==> config.mk <==
export PLATFORM = sky130hd
export DESIGN_NAME = div_arbiter
export DESIGN_NICKNAME = d
export VERILOG_FILES = /design/src/rtl/div_arbiter.sv
export SDC_FILE = /design/constraint.sdc
export NUM_CORES = 1
export LEC_CHECK = 0
export CELL_PAD_IN_SITES_DETAIL_PLACEMENT = 1
export CELL_PAD_IN_SITES_GLOBAL_PLACEMENT = 2
export CORE_MARGIN = 2
export CORE_UTILIZATION = 18
export DETAILED_ROUTE_END_ITERATION = 7
export GPL_TIMING_DRIVEN = 1
export PLACE_DENSITY_LB_ADDON = 0.3
export SLEW_MARGIN = 10
export SYNTH_ARGS = -nofsm -noshare
export SYNTH_HDL_FRONTEND = slang
export SYNTH_SLANG_ARGS = --single-unit
==> constraint.sdc <==
create_clock -name clk_i -period 3.2 [get_ports clk_i]
set_input_delay 0.64 -clock clk_i [delete_from_list [all_inputs] [get_ports clk_i]]
set_output_delay 0.64 -clock clk_i [all_outputs]
set_load 0.05 [all_outputs]
==> src/rtl/div_arbiter.sv <==
`default_nettype none
// ============================================================================
// Module   : div_arbiter
// Purpose  : Round-robin sequencer that shares one multi-cycle divider core
//            between N_REQ requesters. It latches the winner's operands,
//            launches the core and returns the quotient with a one-cycle ack.
//            A zero divisor skips the core, and a watchdog aborts a hung core.
// Revision : 1.0 - initial release
// ============================================================================
module div_arbiter #(
  parameter int N_REQ   = 4,
  parameter int W       = 32,
  parameter int TIMEOUT = 255
) (
  input  logic               clk_i,
  input  logic               reset_i,       // synchronous, active-low
  input  logic               clk_en_i,
  input  logic [N_REQ-1:0]   req_i,
  input  logic [N_REQ*W-1:0] dataa_in_i,
  input  logic [N_REQ*W-1:0] datab_in_i,
  output logic [N_REQ-1:0]   ack_o,
  output logic [W-1:0]       result_o,
  output logic               dz_o,
  output logic               err_o,
  output logic               busy_o,
  output logic [W-1:0]       div_dataa_o,
  output logic [W-1:0]       div_datab_o,
  output logic               div_start_o,
  output logic               div_reset_o,
  output logic               div_clk_en_o,
  input  logic [W-1:0]       div_result_i,
  input  logic               div_done_i
);

  localparam int IW = (N_REQ > 1) ? $clog2(N_REQ) : 1;
  localparam logic [7:0] C_WDOG_LAST = 8'(TIMEOUT - 1);

  typedef enum logic [1:0] {
    S_IDLE   = 2'd0,
    S_LAUNCH = 2'd1,
    S_WAIT   = 2'd2,
    S_RESP   = 2'd3
  } state_t;

  state_t           state_q;
  logic [IW-1:0]    grant_q;
  logic [IW-1:0]    ptr_q;
  logic [7:0]       wdog_q;
  logic [N_REQ-1:0] ack_q;
  logic [W-1:0]     result_q;
  logic             dz_q;
  logic             err_q;
  logic [W-1:0]     dataa_q;
  logic [W-1:0]     datab_q;
  logic             start_q;
  logic             core_rst_q;

  logic             gnt_vld;
  logic [IW-1:0]    gnt_sel;
  logic [IW:0]      scan_idx;
  logic [W-1:0]     sel_a;
  logic [W-1:0]     sel_b;

  function automatic logic [N_REQ-1:0] onehot(input logic [IW-1:0] idx);
    logic [N_REQ-1:0] v;
    v      = '0;
    v[idx] = 1'b1;
    return v;
  endfunction

  // Cyclic priority search: first requesting bit at or after the rr pointer.
  always_comb begin
    gnt_vld  = 1'b0;
    gnt_sel  = '0;
    scan_idx = '0;
    for (int k = 0; k < N_REQ; k++) begin
      scan_idx = {1'b0, ptr_q} + (IW+1)'(k);
      if (scan_idx >= (IW+1)'(N_REQ)) begin
        scan_idx = scan_idx - (IW+1)'(N_REQ);
      end
      if (!gnt_vld && req_i[scan_idx[IW-1:0]]) begin
        gnt_vld = 1'b1;
        gnt_sel = scan_idx[IW-1:0];
      end
    end
  end

  assign sel_a = dataa_in_i[gnt_sel*W +: W];
  assign sel_b = datab_in_i[gnt_sel*W +: W];

  // Sequencer FSM; every output is registered. The core reset pulse is
  // self-clearing on every clock so it never stretches across a stall.
  always_ff @(posedge clk_i) begin
    if (!reset_i) begin
      state_q    <= S_IDLE;
      grant_q    <= '0;
      ptr_q      <= '0;
      wdog_q     <= '0;
      ack_q      <= '0;
      result_q   <= '0;
      dz_q       <= 1'b0;
      err_q      <= 1'b0;
      dataa_q    <= '0;
      datab_q    <= '0;
      start_q    <= 1'b0;
      core_rst_q <= 1'b1;
    end else begin
      core_rst_q <= 1'b0;
      if (clk_en_i) begin
        case (state_q)
          S_IDLE: begin
            if (gnt_vld) begin
              grant_q <= gnt_sel;
              dataa_q <= sel_a;
              datab_q <= sel_b;
              if (sel_b == '0) begin
                // Divide-by-zero never touches the core.
                result_q <= '1;
                dz_q     <= 1'b1;
                ack_q    <= onehot(gnt_sel);
                state_q  <= S_RESP;
              end else begin
                start_q <= 1'b1;
                state_q <= S_LAUNCH;
              end
            end
          end
          S_LAUNCH: begin
            start_q <= 1'b0;
            wdog_q  <= '0;
            state_q <= S_WAIT;
          end
          S_WAIT: begin
            if (div_done_i) begin
              // A done coinciding with the last watchdog cycle still wins.
              result_q <= div_result_i;
              ack_q    <= onehot(grant_q);
              state_q  <= S_RESP;
            end else if (wdog_q == C_WDOG_LAST) begin
              result_q   <= '0;
              err_q      <= 1'b1;
              core_rst_q <= 1'b1;
              ack_q      <= onehot(grant_q);
              state_q    <= S_RESP;
            end else begin
              wdog_q <= wdog_q + 8'd1;
            end
          end
          S_RESP: begin
            ack_q   <= '0;
            dz_q    <= 1'b0;
            err_q   <= 1'b0;
            ptr_q   <= (grant_q == IW'(N_REQ - 1)) ? '0 : grant_q + IW'(1);
            state_q <= S_IDLE;
          end
          default: begin
            state_q <= S_IDLE;
          end
        endcase
      end
    end
  end

  assign ack_o        = ack_q;
  assign result_o     = result_q;
  assign dz_o         = dz_q;
  assign err_o        = err_q;
  assign busy_o       = (state_q != S_IDLE);
  assign div_dataa_o  = dataa_q;
  assign div_datab_o  = datab_q;
  assign div_start_o  = start_q;
  assign div_reset_o  = core_rst_q;
  assign div_clk_en_o = clk_en_i;

endmodule
`default_nettype wire

==> flow_summary.yaml <==
outcome:
  status: "finished with violations"
  violated_checks: "negative setup slack"
place:
  routabilityCongestion: 0.804
  buffer_ports.inserted: 401
  place.detailed.instances: 1762
  dpl-instance-area_sq_um: 12000
  detailed_placer_s_ending_hpwl_mm: 25.7
sta:
  layout_min_cycle_time_ns: 3.25
  hold_viol_final: 0
  timing.fmax_mhz: 307
  grt_setup_unrepaired: "true"
  fraction_of_the_cycle_the_final_worst_path_needs_pct: 102
  fin_hold_ws_ns: 0.454
  final.setup.worst_slack_ns: -0.0521
  actual_slew_at_the_worst_max_slew_pin_ns: 1.06
  setup_viol: 32
  slew_violations: 0
  max-slew-margin-rel_pct: 29.3
  fin_worst_skew_ns: 0.0188
critical_path:
  worst_r2r_src: "ptr_q[0]"
  critPathLaunchType: "input port"
  worst-r2r-cell-count: 15
  worst_ep_arrival_time_ns: 3.56
  path_class: "input port to flip-flop"
  slowest_delay_ns: 0.55
  crit-reg2reg-capture: "result_o[15]"
  worst_setup_path_end_kind: "flip-flop"
  critical_path.most_common_cell: "buf_4"
  worst_path_max_delay_cell: "or4_4"
  worstPathRequired_ns: 3.50
  crit_path_max_fanout: 12
  critical_path.cell_chain: "buf_4 -> a21o_1 -> a21oi_2 -> o22a_4 -> buf_12 -> buf_4 -> mux2i_1 -> mux2i_2 -> or4_4 -> nor4_4 -> buf_4 -> and2_4 -> buf_4 -> a31o_4 -> buf_12 -> a221oi_2"
  reg2reg_setup_slack_ns: -0.05
drt:
  post_drt_wl_per_cell_um: 18.6
  vias_per_cell: 4.37
  detailroute.via_count: 7996
  dr_pass1_iterations: 4
  drt_iter0_markers: 184
  final_antenna_net_count: 0
  route.final.wire_length_mm: 34.0
  drc_errors: 0
power_and_ir_drop:
  power.share.switching_pct: 33.9
  report.power.total_uw: 5500
  switching_power_uw: 1860
  worst_ir_drop_vdd_mv: 0.318
  int_pwr_uw: 3630
  combPwrFrac_pct: 33.0
  pwr_density_cell_nw_per_um2: 413
  p_leak_uw: 0.00489
  power.share.clock_pct: 37.7
  sequentialPowerShare_pct: 29.4
grt:
  first_global_vias: 8830
  largest_net_degree_at_the_start_of_global_routing: 67
  global_route.overflow_total: 0
  grt.total_usage_pct: 16.3
  wire_length_of_the_first_global_routing_pass_mm: 51.1
  antenna_violations_before_repair: 1
synth:
  synth_cell_type_count: 49
  synth.avg_cell_area_sq_um: 8.28
  synth.cell_area_sq_um: 7000
  ys_ff_latch: 118
  synth_cells: 845
  synth_enable_flop_cells: 0
  synth.net_count: 1152
  yosysSeqAreaShare_pct: 33.8
  async_reset_ff_share_pct: 0
  synth_flop_cell: "dfxtp_1"
  synth_warnings: 0
floorplanning:
  fp-row-count: 72
  die_width_um: 201
  design.portCount: 402
  fp.dieArea_sq_um: 40500
  core_sq_um: 38500
  chipHeight_um: 201
  initial_utilization_pct: 18.2
worst_hold_path:
  worst_hold_path.num_cells: 2
  hold_path.class: "flip-flop to flip-flop"
  min_delay_worst_endpoint: "div_datab_o[17]"
  worst_hold_startpoint: "div_datab_o[17]"
clocking:
  clk_latency_ns: 0.43
  clock_path_buffers: 2
  cts.root.buffer_cell: "clkbuf_16"
  tritoncts.num_buffers: 17
  clkSlewWorstSetupHoldPaths_ns: 0.07
  cts_max_level: 4
  clock_sinks: 118
  cts_tree: "done"
cells_and_area:
  filler_cell_count: 4497
  synth_to_layout_area_growth_pct: 90.2
  drive_above_1_share_pct: 17.9
  layoutNonFillerInstCount: 1829
  layout.cell_area.non_filler_sq_um: 13300
  nets: 1604
flow_run:
  drv.max_cap_violation_count: 0
## routing by layer
layer  track usage [%]  share of wire, %  wire length (um)
met1              18.7                42             14300
met5                 0                 0                 0
met4              4.13               1.5               527
met2              28.6                48             16300
met3              6.03               8.3              2830
## area by class of cell
class | count | area (sq um) | area share (%)
multi-input cells | 640 | 4460 | 33.5
repair buffers | 510 | 5180 | 39.0
clock buffers | 17 | 425 | 3.20
inverters | 10 | 40.0 | 0.301
flip-flops and latches | 118 | 2360 | 17.8
clock inverters | 15 | 183 | 1.37
diodes | 1 | 2.50 | 0.0188
well taps | 518 | 648 | 4.87
## stage by stage
step	setup TNS [ns]	worst slack (ns)	utilization, %
after floorplan	-1.73	-0.0571	-
after global placement	-50.23	-1.18	31.2
after detailed placement	-56.18	-1.32	31.2
after CTS	-0.168	-0.0421	34.0
after global routing	-5.93	-0.213	34.6
final	-0.979	-0.0521	34.6
## synthesized netlist by cell type (7+ instances only)
library cell  instances  area, sq um
a311oi_1             32          280
clkbuf_1             50          188
buf_1                 7         26.3
and2_1               33          206
nand4_1               8         50.1
a211oi_1             35          263
a21oi_1              80          400
o21ai_0               7         35.0
nand2_1             137          514
inv_1                 9         33.8
mux2i_1              77          771
ha_1                 11          138
dfxtp_1             118         2360
nor2_1              115          432
mux2_2               20          225
a221oi_2             30          450
buf_6                13          146
## cells by family (layout without fill, tap and decap cells)
| group | after synthesis | count (layout) | share of synthesized area, % |
|---|---|---|---|
| other | 0 | 1 | 0 |
| AO/OA/AOI/OAI | 204 | 204 | 22.9 |
| flip-flops | 118 | 118 | 33.8 |
| adder cells (fa/ha/maj) | 11 | 11 | 1.97 |
| XOR/XNOR | 4 | 4 | 0.501 |
| AND/OR/NAND/NOR | 324 | 324 | 20.3 |
| buffers and inverters | 87 | 552 | 6.37 |
| multiplexers | 97 | 97 | 14.2 |
## state kept, by name (all words and copies together), names as in the netlist, 2 cells and up
signal       count
div_dataa_o     32
div_datab_o     32
result_o        32
wdog_q           8
ack_o            4
grant_q          2
ptr_q            2
state_q          2
## power by group through the flow
stage / sequential (uW) / clock [uW] / combinational, uW
detailed placement: 1650 / 0 / 1700
finish: 1610 / 2070 / 1810
global placement: 1640 / 0 / 1690
floorplan: 1930 / 0 / 569
CTS: 1610 / 2160 / 1780
global route: 1630 / 2220 / 1940
## critical path: cells and delay by family
kind	cells	cell delay, ns
multiplexers	2	0.31
buffers and inverters	6	0.84
AND/OR/NAND/NOR	3	0.90
AO/OA/AOI/OAI	5	0.83
## how the worst max path moves through the flow
| stage | startpoint | to | slack, ns | cells past startpoint |
|---|---|---|---|---|
| after floorplan | req_i[0] | result_o[10] | -0.06 | 14 |
| after detailed placement | req_i[1] | result_o[31] | -1.32 | 16 |
| final | req_i[0] | result_o[15] | -0.05 | 16 |
| after global routing | ptr_q[0] | result_o[7] | -0.21 | 14 |
| after global placement | req_i[1] | result_o[31] | -1.18 | 16 |
| after CTS | req_i[1] | result_o[6] | -0.04 | 13 |
## timing repair
| item | 4_1_cts | 5_1_grt |
|---|---|---|
| gates cloned | 4 | 3 |
| endpoints found under the setup margin | 39 | 38 |
| hold buffers | 0 | 0 |
| pin swaps | 14 | 8 |
| setup buffers | 30 | 4 |
| gates resized for setup | 50 | 41 |
## cells in the final DEF (no fill, tap or decap), types with 4 or more instances in the layout
cell / synthesis / routed
mux2_4: 0 / 7
mux2_2: 20 / 13
inv_6: 0 / 6
xor2_1: 4 / 4
buf_6: 13 / 13
inv_1: 9 / 8
buf_4: 5 / 75
ha_1: 11 / 11
and2_1: 33 / 32
buf_8: 0 / 5
clkbuf_16: 0 / 19
buf_12: 0 / 14
nand3_1: 5 / 5
mux2i_2: 0 / 6
a211oi_1: 35 / 33
inv_8: 0 / 4
o21ai_0: 7 / 6
nand4_1: 8 / 8
clkdlybuf4s50_1: 0 / 395
a221oi_2: 30 / 31
nand2_1: 137 / 136
o221a_4: 0 / 4
nor2_1: 115 / 114
a311oi_1: 32 / 32
a21oi_1: 80 / 77
dfxtp_1: 118 / 116
nand2b_1: 5 / 4
mux2i_1: 77 / 68
Power figures use the tool's default switching activity.
